`config.mk`:
```
export PLATFORM = sky130hd
export DESIGN_NAME = fb_write_arbiter
export DESIGN_NICKNAME = d
export VERILOG_FILES = /design/src/rtl/fb_write_arbiter.sv
export SDC_FILE = /design/constraint.sdc
export NUM_CORES = 1
export LEC_CHECK = 0
export CORE_UTILIZATION = 45
export CTS_CLUSTER_DIAMETER = 100
export DETAILED_ROUTE_END_ITERATION = 6
export PLACE_DENSITY_LB_ADDON = 0.12
export SLEW_MARGIN = 20
export SYNTH_ARGS = -nofsm -noshare
export SYNTH_HDL_FRONTEND = slang
export SYNTH_SLANG_ARGS = --single-unit
```
`constraint.sdc`:
```
create_clock -name clk -period 3.4 [get_ports clk]
set_input_delay 0.51 -clock clk [delete_from_list [all_inputs] [get_ports clk]]
set_output_delay 0.51 -clock clk [all_outputs]
set_load 0.01 [all_outputs]
```
`src/rtl/fb_write_arbiter.sv`:
```
// ---------------------------------------------------------------------------
// fb_write_arbiter
//
// Merges several framebuffer writers (pattern generator, UART loader, compute
// engines, ...) onto the single write port A of the framebuffer BRAM.
//
// Every channel owns a one-entry holding register behind a valid/ready
// handshake. Held requests are granted one per enabled cycle, either
// round-robin (MODE 0) or by fixed priority with channel 0 highest (MODE 1).
// Requests whose address falls outside the framebuffer are accepted but
// discarded, and they are counted in a saturating drop counter. A clear
// pulse starts a sweep that fills the whole frame with one colour. Channel
// writes wait until the sweep has finished.
//
// Ports
//   clk, reset     system clock, synchronous active-high reset
//   i_enable       clock enable; grants and clear steps happen only when it is 1
//   i_valid        per-channel request valid
//   o_ready        per-channel holding register empty
//   i_addr/i_data  per-channel address/pixel, channel k at [k*W +: W]
//   i_clear        starts a full-frame clear (ignored while a clear runs)
//   i_clear_color  fill colour, sampled when the clear starts
//   o_we/o_addr/o_data  BRAM port A write strobe, address and data
//   o_grant_ch     channel of the current write (0 during a clear)
//   o_busy         high while the clear sweep runs
//   o_drop_cnt     saturating count of out-of-range requests
// ---------------------------------------------------------------------------
module fb_write_arbiter #(
    parameter int CHANNELS   = 4,
    parameter int CH_W       = 2,
    parameter int ADDR_WIDTH = 17,
    parameter int DATA_WIDTH = 12,
    parameter int DEPTH      = 76_800,
    parameter int MODE       = 0
) (
    input  logic                             clk,
    input  logic                             reset,
    input  logic                             i_enable,
    input  logic [CHANNELS-1:0]              i_valid,
    output logic [CHANNELS-1:0]              o_ready,
    input  logic [CHANNELS*ADDR_WIDTH-1:0]   i_addr,
    input  logic [CHANNELS*DATA_WIDTH-1:0]   i_data,
    input  logic                             i_clear,
    input  logic [DATA_WIDTH-1:0]            i_clear_color,
    output logic                             o_we,
    output logic [ADDR_WIDTH-1:0]            o_addr,
    output logic [DATA_WIDTH-1:0]            o_data,
    output logic [CH_W-1:0]                  o_grant_ch,
    output logic                             o_busy,
    output logic [15:0]                      o_drop_cnt
);

    // One extra bit so that a count of CHANNELS simultaneous drops fits.
    localparam int CNT_W = CH_W + 1;

    // DEPTH may equal 2**ADDR_WIDTH, so the range check is one bit wider
    // than the address.
    localparam logic [ADDR_WIDTH:0]   DEPTH_EXT = (ADDR_WIDTH + 1)'(DEPTH);
    localparam logic [ADDR_WIDTH-1:0] LAST_ADDR = ADDR_WIDTH'(DEPTH - 1);

    typedef enum logic [0:0] {
        ST_ARB   = 1'b0,
        ST_CLEAR = 1'b1
    } state_t;

    // -----------------------------------------------------------------------
    // Declarations
    // -----------------------------------------------------------------------
    state_t                  state_reg, state_next;

    logic                    we_reg, we_next;
    logic [ADDR_WIDTH-1:0]   addr_reg, addr_next;
    logic [DATA_WIDTH-1:0]   data_reg, data_next;
    logic [CH_W-1:0]         grant_ch_reg, grant_ch_next;
    logic                    busy_reg, busy_next;
    logic [15:0]             drop_cnt_reg, drop_cnt_next;

    logic [ADDR_WIDTH-1:0]   clr_cnt_reg, clr_cnt_next;
    logic [DATA_WIDTH-1:0]   clr_color_reg, clr_color_next;
    logic [CH_W-1:0]         rr_ptr_reg, rr_ptr_next;

    logic [ADDR_WIDTH-1:0]   ch_addr   [CHANNELS];
    logic [DATA_WIDTH-1:0]   ch_data   [CHANNELS];
    logic [ADDR_WIDTH-1:0]   hold_addr [CHANNELS];
    logic [DATA_WIDTH-1:0]   hold_data [CHANNELS];
    logic [CHANNELS-1:0]     hold_valid;
    logic [CHANNELS-1:0]     accept;
    logic [CHANNELS-1:0]     in_range;
    logic [CHANNELS-1:0]     drop;

    logic                    grant_valid;
    logic [CH_W-1:0]         grant_idx;
    logic                    grant_fire;

    logic [CNT_W-1:0]        drop_total;
    logic [16:0]             drop_sum;

    // -----------------------------------------------------------------------
    // Per-channel holding registers
    // -----------------------------------------------------------------------
    generate
        for (genvar gi = 0; gi < CHANNELS; gi++) begin : g_ch
            logic                  valid_reg;
            logic [ADDR_WIDTH-1:0] addr_reg_h;
            logic [DATA_WIDTH-1:0] data_reg_h;

            assign ch_addr[gi] = i_addr[gi*ADDR_WIDTH +: ADDR_WIDTH];
            assign ch_data[gi] = i_data[gi*DATA_WIDTH +: DATA_WIDTH];

            // The handshake completes whenever the hold is empty, even during
            // a clear; only granting is suspended.
            assign accept[gi]   = i_valid[gi] & ~valid_reg;
            assign in_range[gi] = ({1'b0, ch_addr[gi]} < DEPTH_EXT);
            // Out-of-range requests are acknowledged but never stored, so the
            // writer is not stalled by a bad address.
            assign drop[gi]     = accept[gi] & ~in_range[gi];

            always_ff @(posedge clk) begin
                if (reset) begin
                    valid_reg <= 1'b0;
                end else if (accept[gi] && in_range[gi]) begin
                    valid_reg <= 1'b1;
                end else if (grant_fire && (grant_idx == CH_W'(gi))) begin
                    valid_reg <= 1'b0;
                end
            end

            // Payload needs no reset: it is only read while valid_reg is set.
            always_ff @(posedge clk) begin
                if (accept[gi] && in_range[gi]) begin
                    addr_reg_h <= ch_addr[gi];
                    data_reg_h <= ch_data[gi];
                end
            end

            assign hold_valid[gi] = valid_reg;
            assign hold_addr[gi]  = addr_reg_h;
            assign hold_data[gi]  = data_reg_h;
            assign o_ready[gi]    = ~valid_reg;
        end
    endgenerate

    // -----------------------------------------------------------------------
    // Channel selection
    // -----------------------------------------------------------------------
    // Both searches walk the candidates from lowest to highest precedence so
    // that the last hit, i.e. the highest-precedence valid channel, wins.
    always_comb begin
        int idx;
        grant_valid = 1'b0;
        grant_idx   = '0;
        idx         = 0;
        if (MODE == 1) begin
            for (int i = CHANNELS - 1; i >= 0; i--) begin
                if (hold_valid[i]) begin
                    grant_valid = 1'b1;
                    grant_idx   = CH_W'(i);
                end
            end
        end else begin
            // Precedence order is ptr+1, ptr+2, ... wrapping, ptr last.
            for (int i = CHANNELS; i >= 1; i--) begin
                idx = int'(rr_ptr_reg) + i;
                if (idx >= CHANNELS) begin
                    idx = idx - CHANNELS;
                end
                if (hold_valid[idx]) begin
                    grant_valid = 1'b1;
                    grant_idx   = CH_W'(idx);
                end
            end
        end
    end

    // -----------------------------------------------------------------------
    // Drop counter: all drops of one cycle are added at once, saturating.
    // -----------------------------------------------------------------------
    always_comb begin
        drop_total = '0;
        for (int i = 0; i < CHANNELS; i++) begin
            drop_total = drop_total + CNT_W'(drop[i]);
        end
        drop_sum      = {1'b0, drop_cnt_reg} + 17'(drop_total);
        drop_cnt_next = drop_sum[16] ? 16'hFFFF : drop_sum[15:0];
    end

    // -----------------------------------------------------------------------
    // FSM: next state and registered write-port outputs
    // -----------------------------------------------------------------------
    always_comb begin
        state_next     = state_reg;
        we_next        = 1'b0;
        addr_next      = addr_reg;
        data_next      = data_reg;
        grant_ch_next  = grant_ch_reg;
        busy_next      = busy_reg;
        clr_cnt_next   = clr_cnt_reg;
        clr_color_next = clr_color_reg;
        rr_ptr_next    = rr_ptr_reg;
        grant_fire     = 1'b0;

        case (state_reg)
            ST_ARB: begin
                // A clear takes precedence over a pending grant; the hold
                // survives and is written after the sweep, over the clear.
                if (i_clear) begin
                    state_next     = ST_CLEAR;
                    clr_color_next = i_clear_color;
                    clr_cnt_next   = '0;
                    busy_next      = 1'b1;
                end else if (i_enable && grant_valid) begin
                    grant_fire    = 1'b1;
                    we_next       = 1'b1;
                    addr_next     = hold_addr[grant_idx];
                    data_next     = hold_data[grant_idx];
                    grant_ch_next = grant_idx;
                    if (MODE == 0) begin
                        rr_ptr_next = grant_idx;
                    end
                end
            end

            ST_CLEAR: begin
                if (i_enable) begin
                    we_next       = 1'b1;
                    addr_next     = clr_cnt_reg;
                    data_next     = clr_color_reg;
                    grant_ch_next = '0;
                    // Leave on the edge that writes the last word so the
                    // counter never presents DEPTH on the bus.
                    if (clr_cnt_reg == LAST_ADDR) begin
                        state_next = ST_ARB;
                        busy_next  = 1'b0;
                    end else begin
                        clr_cnt_next = clr_cnt_reg + ADDR_WIDTH'(1);
                    end
                end
            end

            default: begin
                state_next = ST_ARB;
                busy_next  = 1'b0;
            end
        endcase
    end

    always_ff @(posedge clk) begin
        if (reset) begin
            state_reg     <= ST_ARB;
            we_reg        <= 1'b0;
            addr_reg      <= '0;
            data_reg      <= '0;
            grant_ch_reg  <= '0;
            busy_reg      <= 1'b0;
            drop_cnt_reg  <= '0;
            clr_cnt_reg   <= '0;
            clr_color_reg <= '0;
            // Pointer at the last channel so channel 0 is searched first.
            rr_ptr_reg    <= CH_W'(CHANNELS - 1);
        end else begin
            state_reg     <= state_next;
            we_reg        <= we_next;
            addr_reg      <= addr_next;
            data_reg      <= data_next;
            grant_ch_reg  <= grant_ch_next;
            busy_reg      <= busy_next;
            drop_cnt_reg  <= drop_cnt_next;
            clr_cnt_reg   <= clr_cnt_next;
            clr_color_reg <= clr_color_next;
            rr_ptr_reg    <= rr_ptr_next;
        end
    end

    assign o_we       = we_reg;
    assign o_addr     = addr_reg;
    assign o_data     = data_reg;
    assign o_grant_ch = grant_ch_reg;
    assign o_busy     = busy_reg;
    assign o_drop_cnt = drop_cnt_reg;

endmodule
```
# Word level (Yosys, flattened, before mapping)
# Cells that the tools add are included.
[word_totals] reg_bits=201 elab_cells=164 in_bits=136
[classes] n_lt_le_gt_ge=13 mux=68 n_bitwise=19 n_addsub=13 n_eq_ne=10 n_reduce_logical=19
[op_table] op="$mux W17" count=8
[op_table] op="$lt A32 B4 Y1 const B" count=4
[op_table] op="$mux W32" count=4
[op_table] op="$lt A17 B17 Y1 const B" count=4
[op_table] op="$pmux W17 S2" count=2
[op_table] op="$mux W12" count=5
[op_table] op="$bmux W17 S2" count=1
[op_table] op="$mux W1" count=30
[op_table] op="$bmux W12 S2" count=1
[op_table] op="$pmux W12 S2" count=1
[op_table] op="$add A16 B3 Y17" count=1
[op_table] op="$add A17 B1 Y17 const B" count=1
[op_table] op="$eq A17 B17 Y1 const B" count=1
[op_table] op="$mux W16" count=1
[op_table] op="$mux W2" count=7
[op_table] op="$ge A3 B3 Y1 const B" count=4
[op_table] op="$reduce_and A3 Y1" count=4
[op_table] op="$sub A3 B3 Y4 const B" count=3
[op_table] op="$ne A2 B2 Y1 const B" count=5
[op_table] op="$not A1 Y1" count=10
[op_table] op="$logic_and A1 B1 Y1" count=9
[op_table] op="$and A1 B1 Y1" count=8
[op_table] op="$bmux W1 S2" count=4
[op_table] op="$reduce_bool A2 Y1" count=4
[op_table] op="16 further kinds" count=20

# Longest topological paths before layout
[depth] ltp_word=17 ltp_mapped=13

# Worst setup path before layout
# No wires, ideal clock.
[synth_timing] path_kind="in2reg" start="input i_addr[27]" end="register g_ch[1].addr_reg_h[0] (enable)" n_path_buf=0 required_time_ps=2949 arrival_time_ps=2950 path_slack_ps=-2 stages=4 cell_sequence="a21oi_1 nor2b_1 o31a_1 nor3_1"
[synth_between] elab_chain_cells=2
[synth_lines] element="start, declared" line_no="41" source="input logic [CHANNELS*ADDR_WIDTH-1:0] i_addr,"
[synth_lines] element="$lt A17 B17 Y1" line_no="113" source="assign in_range[gi] = ({1'b0, ch_addr[gi]} < DEPTH_EXT);"
[synth_lines] element="$logic_and A1 B1 Y1" line_no="130" source="if (accept[gi] && in_range[gi]) begin"
[synth_lines] element="end signal, assigned" line_no="131" source="addr_reg_h <= ch_addr[gi];"
[synth_lines] element="end, declared" line_no="104" source="logic [ADDR_WIDTH-1:0] addr_reg_h;"
# No other way between the ends.
# A chain may end at the register's enable or synchronous reset.

# Worst setup path after layout
[layout_timing] start="input i_addr[46]" end="register drop_cnt_reg[0] (netlist: o_drop_cnt[0])"
[layout_between] elab_chain_cells=7
[layout_lines] element="$lt A17 B17 Y1" line_no="113"
[layout_lines] element="$not A1 Y1" line_no="116" source="assign drop[gi] = accept[gi] & ~in_range[gi];"
[layout_lines] element="$and A1 B1 Y1" line_no="116"
[layout_lines] element="$add A2 B1 Y3" line_no="181" source="drop_total = drop_total + CNT_W'(drop[i]);"
[layout_lines] element="$add A3 B1 Y3" line_no="181"
[layout_lines] element="$add A16 B3 Y17" line_no="183" source="drop_sum = {1'b0, drop_cnt_reg} + 17'(drop_total);"
[layout_lines] element="$mux W16" line_no="184" source="drop_cnt_next = drop_sum[16] ? 16'hFFFF : drop_sum[15:0];"
[layout_lines] element="end signal, assigned" line_no="267" source="drop_cnt_reg <= drop_cnt_next;"
[layout_lines] element="end, declared" line_no="76" source="logic [15:0] drop_cnt_reg, drop_cnt_next;"
# No other way between the ends.

==> Implementation_results.wiki <==
{| class="wikitable"
! Metric !! Value
|-
| Clk_skew || 0.0121 ns
|-
| Share of post-route cells with drive strength above 1 || 12.8%
|-
| Slowest CP cell || sky130_fd_sc_hd__fa_1
|-
| Total overflow reported by the global router || 0
|-
| Setup crit end kind || register
|-
| Largest family of logic cells by synthesized area || compound AO/OA/AOI/OAI gates
|-
| Tmin final || 3.28 ns
|-
| Top Ports || 189
|-
| Max-capacitance violation count || 0
|-
| Die X || 139 um
|-
| EDFF count, synth || 116
|-
| Synthesized-area fraction occupied by ao, oa, aoi and oai cells || 13.4%
|-
| Utilization of the core after routing || 62.8%
|-
| Number of storage elements in the synthesis netlist || 201
|-
| Status || complete, no violations
|-
| Remaining number of nets flagged by the antenna check after routing || 0
|-
| Xor-xnor portion of the synthesized cell area || 2.06%
|-
| DRC Markers || 0
|-
| Die span in y || 139 um
|-
| Routability congestion estimate from global placement || 0.842
|-
| Total number of clock tree sinks || 201
|-
| Fraction of registers with async set or reset after synthesis || 0%
|-
| Skew-Pair Late Insertion Delay || 0.49 ns
|-
| Area growth from synthesis to layout || 34.7%
|-
| Cell Area, Synth || 0.00849 mm^2
|-
| Dominant cell by count in the synthesized netlist || sky130_fd_sc_hd__edfxtp_1
|-
| Starting density of the core || 46.6%
|-
| Adder-cell share of the synthesized area || 1.00%
|-
| Maximum vdd drop || 0.411 mV
|-
| Setup repair after global routing missed its margin || false
|-
| Synth warnings || 0
|-
| Number of buffers created by CTS || 22
|-
| TritonCTS clock tree || yes
|-
| Post-detailed-route via-to-cell ratio || 5.41
|-
| Most frequent cell on the critical path || sky130_fd_sc_hd__fa_2
|-
| Vias in the first global route || 6124
|-
| Number of levels the H-tree was split into || 1
|-
| Dominant cell type by area after synthesis || sky130_fd_sc_hd__edfxtp_1
|-
| Die ar. || 0.0194 mm^2
|-
| Multiplexer share of the synthesized area || 6.60%
|-
| Largest cells by area after synthesis || sky130_fd_sc_hd__edfxtp_1 41%, sky130_fd_sc_hd__dfxtp_1 20%, sky130_fd_sc_hd__mux2i_1 6.6%, sky130_fd_sc_hd__o221ai_2 4.4%, sky130_fd_sc_hd__nand3_1 2.8%
|-
| Final clock period utilization by the worst path || 96.4%
|-
| Most common library cells after synthesis || 116 x sky130_fd_sc_hd__edfxtp_1, 85 x sky130_fd_sc_hd__dfxtp_1, 60 x sky130_fd_sc_hd__nand2_1
|-
| Drt first pass iters || 5
|-
| Pin count of the biggest net entering global routing || 61
|-
| Final wirelength || 21.0 mm
|-
| Row count || 49
|-
| Registers with the most flip-flops || g_ch.addr_reg_h x68, g_ch.data_reg_h x48
|-
| Mean instance size in the synthesized netlist || 12.6 um^2
|-
| Net count after synthesis || 813
|-
| Highest achievable clock rate || 305 MHz
|-
| Pins over their slew limit || 0
|-
| Number of filler cells placed in the layout || 1398
|-
| Tightest Hold Check Type || in2reg
|-
| Distinct cells, synth || 62
|-
| Tightest Pin Transition || 0.681 ns
|-
| Portion of synthesized cell area occupied by the leading cell type || 41.0%
|-
| Setup TNS || 0 ns
|-
| Portion of the post-synthesis area used by sequential elements || 61.0%
|-
| Number of buffers inserted by port buffering || 188
|-
| Count of mapped cells out of synthesis || 672
|-
| Synthesized-area fraction occupied by and/or/nand/nor cells || 12.2%
|-
| Worst path cell trace || clkdlybuf4s50_1, a21oi_2, nor2b_1, o31a_1, nand3_1, fa_1, fa_2, inv_2, fa_2, and3_4, nand3_2, or3_4, buf_6, a21oi_1
|-
| Fin. Hold Viols || 0
|-
| Slew Limit Headroom || 54.6%
|-
| Clock transition time at the flip-flop clock pins of the worst setup and hold paths || 0.06 ns
|-
| Maximum single-stage delay on the critical path || 0.45 ns
|-
| Required time reported for the critical path endpoint || 3.82 ns
|-
| Placeable core area || 0.0182 mm^2
|-
| Routed wirelength normalized by instance count || 18.8 um
|-
| Iteration-0 DRC count of the detailed router || 287
|-
| Power density over the cells || 509 mW/mm^2
|-
| Largest register by flop count || g_ch.addr_reg_h
|-
| Clock tree buffer depth || 3
|-
| Most used flip-flop cell after synthesis || sky130_fd_sc_hd__edfxtp_1
|-
| Largest fanout of any net on the critical path || 10
|-
| Placed wire-length estimate after detailed placement || 14.4 mm
|-
| Kind of launch point of the worst setup path || input pin
|-
| Final #Nets || 1014
|-
| Initial antenna violation count || 0
|-
| Number of endpoints failing setup at the final stage || 0
|-
| Root buffer cell || sky130_fd_sc_hd__clkbuf_16
|-
| Leakage power figure || 3.95 nW
|-
| Detailed-route via count || 6056
|-
| Flip-flop count of the largest register, all copies and words added || 68
|-
| Global-route wire length before repair || 32.8 mm
|-
| Arrival time reported for the critical path endpoint || 3.70 ns
|-
| Category of the most critical setup path || in2reg
|-
| Gr usage total || 21.5%
|}
-- routing by layer --
layer / share of wire [%] / track usage [%] / routed length, um / vias to the layer above
met5: 0 / 0 / 0 / -
met4: 2.1 / 5.32 / 435 / 0
met3: 4.4 / 3.61 / 931 / 32
met2: 50 / 37.7 / 10600 / 169
met1: 43 / 27.5 / 9080 / 2941
li1: - / - / - / 2914
-- cells in the final DEF (no fill, tap or decap), types with 5 or more instances in the layout --
master / n
sky130_fd_sc_hd__clkdlybuf4s50_1: 182
sky130_fd_sc_hd__edfxtp_1: 116
sky130_fd_sc_hd__dfxtp_1: 85
sky130_fd_sc_hd__nand2_1: 60
sky130_fd_sc_hd__mux2i_1: 56
sky130_fd_sc_hd__nand3_1: 47
sky130_fd_sc_hd__a21oi_1: 31
sky130_fd_sc_hd__a21o_1: 31
sky130_fd_sc_hd__nor2_1: 28
sky130_fd_sc_hd__o221ai_2: 25
sky130_fd_sc_hd__clkbuf_16: 24
sky130_fd_sc_hd__buf_4: 21
sky130_fd_sc_hd__inv_1: 17
sky130_fd_sc_hd__xor2_1: 14
sky130_fd_sc_hd__nor2b_1: 9
sky130_fd_sc_hd__clkbuf_1: 8
sky130_fd_sc_hd__nand4_1: 7
sky130_fd_sc_hd__and3_1: 6
sky130_fd_sc_hd__nor3_1: 6
sky130_fd_sc_hd__a31oi_1: 6
sky130_fd_sc_hd__xnor2_1: 6
sky130_fd_sc_hd__a21oi_2: 5
sky130_fd_sc_hd__and4_1: 5
sky130_fd_sc_hd__dlymetal6s2s_1: 5
-- area by class of cell --
class	instances	area, um^2	share of cell area (%)
antenna	1	2.50	0.0219
clock buffer	35	672	5.87
clock inverter	5	23.8	0.208
inverter	18	67.6	0.590
multi-input combinational	417	3090	27.0
sequential	201	5180	45.3
tap	229	287	2.50
timing repair buffer	213	2120	18.5
-- per-stage QoR --
step                cell area (um^2)  hold slack, ns  power (mW)  setup WS, ns  instances
floorplan                       8510           0.437        3.21        0.0653        672
global placement               10700           0.444        3.58        -0.579       1077
detailed placement             10700           0.452        3.60        -0.635       1077
CTS                            11400           0.426        5.87        0.0189       1117
global route                   11400           0.275        6.04      0.000487       1118
finish                         11400           0.282        5.82         0.122       1119
-- critical path: cells and delay by family --
family / cells / cell delay (ns)
adder cells (fa/ha/maj): 3 / 1.05
AND/OR/NAND/NOR: 5 / 0.88
buffers and inverters: 3 / 0.66
AO/OA/AOI/OAI: 3 / 0.58
-- worst paths after layout --
path                                  startpoint                          endpoint  slack [ns]  depth (start not counted)
hold / removal                        i_addr[44]  g_ch[2].addr_reg_h[10]$_DFFE_PP_        0.28                          1
hold reg to reg    clr_color_reg[1]$_SDFFE_PP0P_     clr_color_reg[1]$_SDFFE_PP0P_        0.46                          2
setup / recovery                      i_addr[46]          o_drop_cnt[0]$_SDFF_PP0_        0.12                         14
setup reg to reg  g_ch[2].valid_reg$_SDFFE_PP0P_          o_drop_cnt[0]$_SDFF_PP0_        0.47                         11
-- repair_timing --
action | 4_1_cts | 5_1_grt
setup buffers | 0 | 1
resized for setup | 5 | 14
gates cloned | 0 | 0
pin swaps | 2 | 6
setup endpoints to repair | 14 | 14
hold buffers | 0 | 0
-- where the power goes --
| group | switching, mW | internal (mW) | total, mW |
|---|---|---|---|
| registers | 0.0647 | 2.71 | 2.78 |
| clock network | 0.923 | 1.35 | 2.27 |
| logic | 0.376 | 0.391 | 0.767 |
| total | 1.36 | 4.46 | 5.82 |
-- kinds of logic (layout without fill, tap and decap cells) --
family,Yosys count,after routing
adder cells (fa/ha/maj),5,5
multiplexers,56,56
flip-flops,201,201
other,0,1
buffers and inverters,54,271
AO/OA/AOI/OAI,136,136
XOR/XNOR,20,20
AND/OR/NAND/NOR,200,200
Power figures use the tool's default switching activity.
==> edit 1, RTL diff (same flow settings) <==
Take the reset off `addr_reg` and `data_reg` and load them in a clocked block of their own.
--- a/src/rtl/fb_write_arbiter.sv
+++ b/src/rtl/fb_write_arbiter.sv
@@ -250,4 +250,2 @@
             we_reg        <= 1'b0;
-            addr_reg      <= '0;
-            data_reg      <= '0;
             grant_ch_reg  <= '0;
@@ -262,4 +260,2 @@
             we_reg        <= we_next;
-            addr_reg      <= addr_next;
-            data_reg      <= data_next;
             grant_ch_reg  <= grant_ch_next;
@@ -273,2 +269,7 @@
 
+    always_ff @(posedge clk) begin
+        addr_reg <= addr_next;
+        data_reg <= data_next;
+    end
+
     assign o_we       = we_reg;
Formal check against the unedited RTL: differs if reset is asserted again (counterexample within 4 cycles, from zero or initial values and one cycle with reset high); with reset held inactive, the same outputs for 4 cycles.
==> edit 1 against the unedited design <==
- the run now ends with design-rule violations left
- die area down 0.95%
- cell count about the same
- global-route usage up 1.3 points
- synthesized area down 0.96%
- synthesized cell count down 0.15%
- setup slack better by 0.047 ns
- sequential share of layout area up 2.8 points
- register-to-register slack better by 0.06 ns
- first-iteration DRC count up 17%
- routed wire length up 4.1%
- sequential cell count unchanged
- total power up 4.5%
- final area down 0.45%
- non-clock buffer count up 3
- largest power group unchanged
==> edit 1: results (changes against the unedited design) <==
outcome=finished, violations left (was finished clean); Post-synth EDFFs=145 (was 116); fin crit share=0.950 (was 0.964); Post-synth top cells=edfxtp_1, a211oi_1, dfxtp_1 (was edfxtp_1, dfxtp_1, nand2_1); R2R setup slack=0.53 ns (was 0.47 ns); first-pass GRT wire length=34.0 mm (was 32.8 mm); nets@finish=1015 (was 1014); Comb power frac=0.151 (was 0.132); Worst slew margin=0.432 (was 0.546); M1 GR Usage=0.280 (was 0.275); DRC=8 (was 0); DRT Pass-1 Iters=7 (was 5); Synth Area in Adders=0.0101 (was 0.0100); syn nets=812 (was 813); hold depth=2 (was 1); syn_area_per_cell=12.5 um^2 (was 12.6 um^2); failing checks=design-rule violations; post-DP HPWL=15.2 mm (was 14.4 mm); GPL Wtd Cong=0.825 (was 0.842); Hold Crit Class=reg2reg (was in2reg); met2 wire length=11.1 mm (was 10.6 mm); Worst Skew=0.00967 ns (was 0.0121 ns); Hold Crit Start=clr_color_reg[9] (was i_addr[44]); Worst Hold Endpoint=clr_color_reg[9] (was g_ch[2].addr_reg_h[10]); Synth-to-Final Area Change=35.4% (was 34.7%); DP Cell Count=1078 (was 1077); met3 usage=0.0432 (was 0.0361)
[edit 1: cell count changes in the layout (fill, tap and decap cells not counted), moves of 11 or more]
cell      unedited run  this run
a211oi_1             4        60
a21o_1              31         1
a21oi_1             31        42
a31oi_1              6        29
dfxtp_1             85        56
edfxtp_1           116       145
inv_1               17        45
mux2i_1             56        30
nand2_1             60        40
nand3_1             47        13
nor2b_1              9        35
o221ai_2            25         0
[edit 1: cell type report]
type / instances / area share
clock inverter: 7 / 0.00538
clock buffer: 32 / 0.0561
inverter: 46 / 0.0152
tap: 229 / 0.0252
multi-input combinational: 387 / 0.232
timing repair buffer: 216 / 0.185
sequential: 201 / 0.481
[edit 1: worst max path at each step]
stage,endpoint,start,cells after the start
after global routing,o_drop_cnt[7],i_addr[10],15
after CTS,o_drop_cnt[14],i_addr[10],14
after detailed placement,o_drop_cnt[14],i_addr[10],14
final,o_drop_cnt[8],i_addr[44],15
after floorplan,o_drop_cnt[11],i_addr[10],14
after global placement,o_drop_cnt[0],i_addr[10],15
==> edit 2, RTL diff (same flow settings) <==
Made on the original files. Set the parameter `DATA_WIDTH` to 18 (it was 12).
--- a/src/rtl/fb_write_arbiter.sv
+++ b/src/rtl/fb_write_arbiter.sv
@@ -31,3 +31,3 @@
     parameter int ADDR_WIDTH = 17,
-    parameter int DATA_WIDTH = 12,
+    parameter int DATA_WIDTH = 18,
     parameter int DEPTH      = 76_800,
Interface: changed (resized i_clear_color, i_data and o_data); port bits go from 189 to 225. The function was not compared with the original's and may differ.
==> edit 2 against the unedited design <==
- synthesized area is 9.7% higher
- clock power is 18% higher
- critical path depth is 1 lower
- final area increased by 12%
- sequential cell count grew 36
- first-iteration DRC count grew 26%
- count of clock-buffer cells in the layout increased by 6
- total power grew 19%
- global-route usage up 0.78 points
- setup slack better by 0.015 ns
- cell count up 9.7%
- routed wire length grew 11%
- clock skew down 0.0037 ns
- fmax increased by 0.46%
- critical path type unchanged
- critical endpoint is now o_drop_cnt[13]
- largest cell class unchanged
- largest power group unchanged
==> edit 2: results (changes against the unedited design) <==
Largest regs=g_ch.data_reg_h (72), g_ch.addr_reg_h (68) (was g_ch.addr_reg_h (68), g_ch.data_reg_h (48)); Cell Int Power=5.29 mW (was 4.46 mW); hold depth=2 (was 1); complex-gate fraction of the synthesized area=0.0908 (was 0.134); post-synthesis xor/xnor area fraction=0.0216 (was 0.0206); Ant. Diodes=0 (was 1); Post-synth top cells=edfxtp_1, dfxtp_1, nand2_1 (unchanged); worst reg2reg path depth=10 (was 11); mux cell area share after synthesis=0.0850 (was 0.0660); layout cell share with drive strength beyond 1=0.106 (was 0.128); Post-synth EDFFs=140 (was 116); Synth Area in Adders=0.00913 (was 0.0100); DR WL/cell=19.1 um (was 18.8 um); Placed Instance Area=11900 um^2 (was 10700 um^2); Netlist cell types=51 (was 62); GPL Wtd Cong=0.826 (was 0.842); worst vdd ir=0.424 mV (was 0.411 mV); P_leak=4.56 nW (was 3.95 nW); port buffer count=224 (was 188); outcome=finished clean (unchanged); post-DP HPWL=16.5 mm (was 14.4 mm); clk_lat worst skew=0.53 ns (was 0.49 ns); vias in the first global route=6767 (was 6124); worst-path maximum fanout=2 (was 10); syn nets=871 (was 813); CTS max path bufs=3 (unchanged); Synth area leaders=edfxtp_1, dfxtp_1, mux4_2 (was edfxtp_1, dfxtp_1, mux2i_1); first-pass GRT wire length=36.6 mm (was 32.8 mm); largest net degree at the start of global routing=36 (was 61); fill cell count=1591 (was 1398); Seq/Total Area, Yosys=0.659 (was 0.610); DR iter-0 viols=363 (was 287); Inserted Clock Buffers=26 (was 22); clock-pin slew on the worst setup and hold paths=0.06 ns (about the same); nets@finish=1109 (was 1014); number of vias per cell=5.29 (was 5.41); Worst slew margin=0.424 (was 0.546); Worst Skew=0.00839 ns (was 0.0121 ns); Place WS=-0.536 ns (was -0.635 ns); overall routing resource usage=0.222 (was 0.215); Arr. time, crit path=3.72 ns (was 3.70 ns)
[edit 2: cell types whose count changed in the layout (fill, tap and decap cells not counted), sizes merged, moves of 24 or more]
cell / unedited run / this run
a21o: 31 / 0
o221ai: 28 / 1
nand2: 61 / 92
clkdlybuf4s50: 182 / 223
edfxtp: 116 / 140
nand3: 51 / 17
[edit 2: path summary, 6_finish.rpt]
kind	start	end	slack (ns)
worst max-delay path	i_addr[45]	o_drop_cnt[13]	0.14
worst min-delay path	reset	clr_cnt_reg[0]	0.37
worst max register to register	g_ch[2].valid_reg	o_drop_cnt[13]	0.60
worst min register to register	clr_color_reg[1]	clr_color_reg[1]	0.45
[edit 2: stage by stage]
step / total power [mW] / instances / hold WS (ns)
floorplan: 3.84 / 700 / 0.431
global placement: 4.28 / 1180 / 0.439
detailed placement: 4.31 / 1180 / 0.445
CTS: 6.97 / 1227 / 0.348
global route: 7.16 / 1227 / 0.389
finish: 6.91 / 1227 / 0.366
[edit 2: kinds of logic after synthesis]
kind of cell    count (synthesis)
simple gates                  207
compound gates                121
xor+xnor                       23
flops                         237
mux                            54
fa+ha+maj                       5
buf+inv                        53
[edit 2: cell type report]
type	count	area, um^2	area share
clock buffer	41	778	0.0609
clock inverter	6	43.8	0.00343
inverter	18	67.6	0.00529
multi-input combinational	410	2970	0.232
sequential	237	6150	0.481
tap	270	338	0.0264
timing repair buffer	245	2440	0.191
[edit 2: timing repair]
action,CTS,global route
hold endpoints to repair,0,0
buffers inserted,0,0
setup endpoints to repair,0,16
gates resized for setup,0,7
hold buffers,0,0
[edit 2: power by group through the flow]
stage          combinational [mW]  clock (mW)  sequential (mW)
3_3_place_gp                0.939           0             3.34
5_1_grt                      1.02        2.83             3.31
3_5_place_dp                0.958           0             3.35
4_1_cts                     0.959        2.72             3.29
2_1_floorplan               0.490           0             3.35
6_report                    0.948        2.67             3.29
[edit 2: critical path: stages]
cell and delay (ns):
clkdlybuf4s50_1 0.51, a21oi_1 0.08, nor2b_1 0.17, o31a_1 0.18, nand3_1 0.11, fa_1 0.49, fa_2 0.37, inv_1 0.09
fa_2 0.21, nand3_2 0.09, or4_4 0.55, and4_1 0.21, nor3_1 0.15
[edit 2: per-layer routing]
metal	global-route usage	wire length, um	vias to the layer above
met3	0.0536	1780	41
met4	0.0626	590	0
met2	0.377	11300	244
li1	-	-	3092
met5	0	0	-
met1	0.284	9680	3118
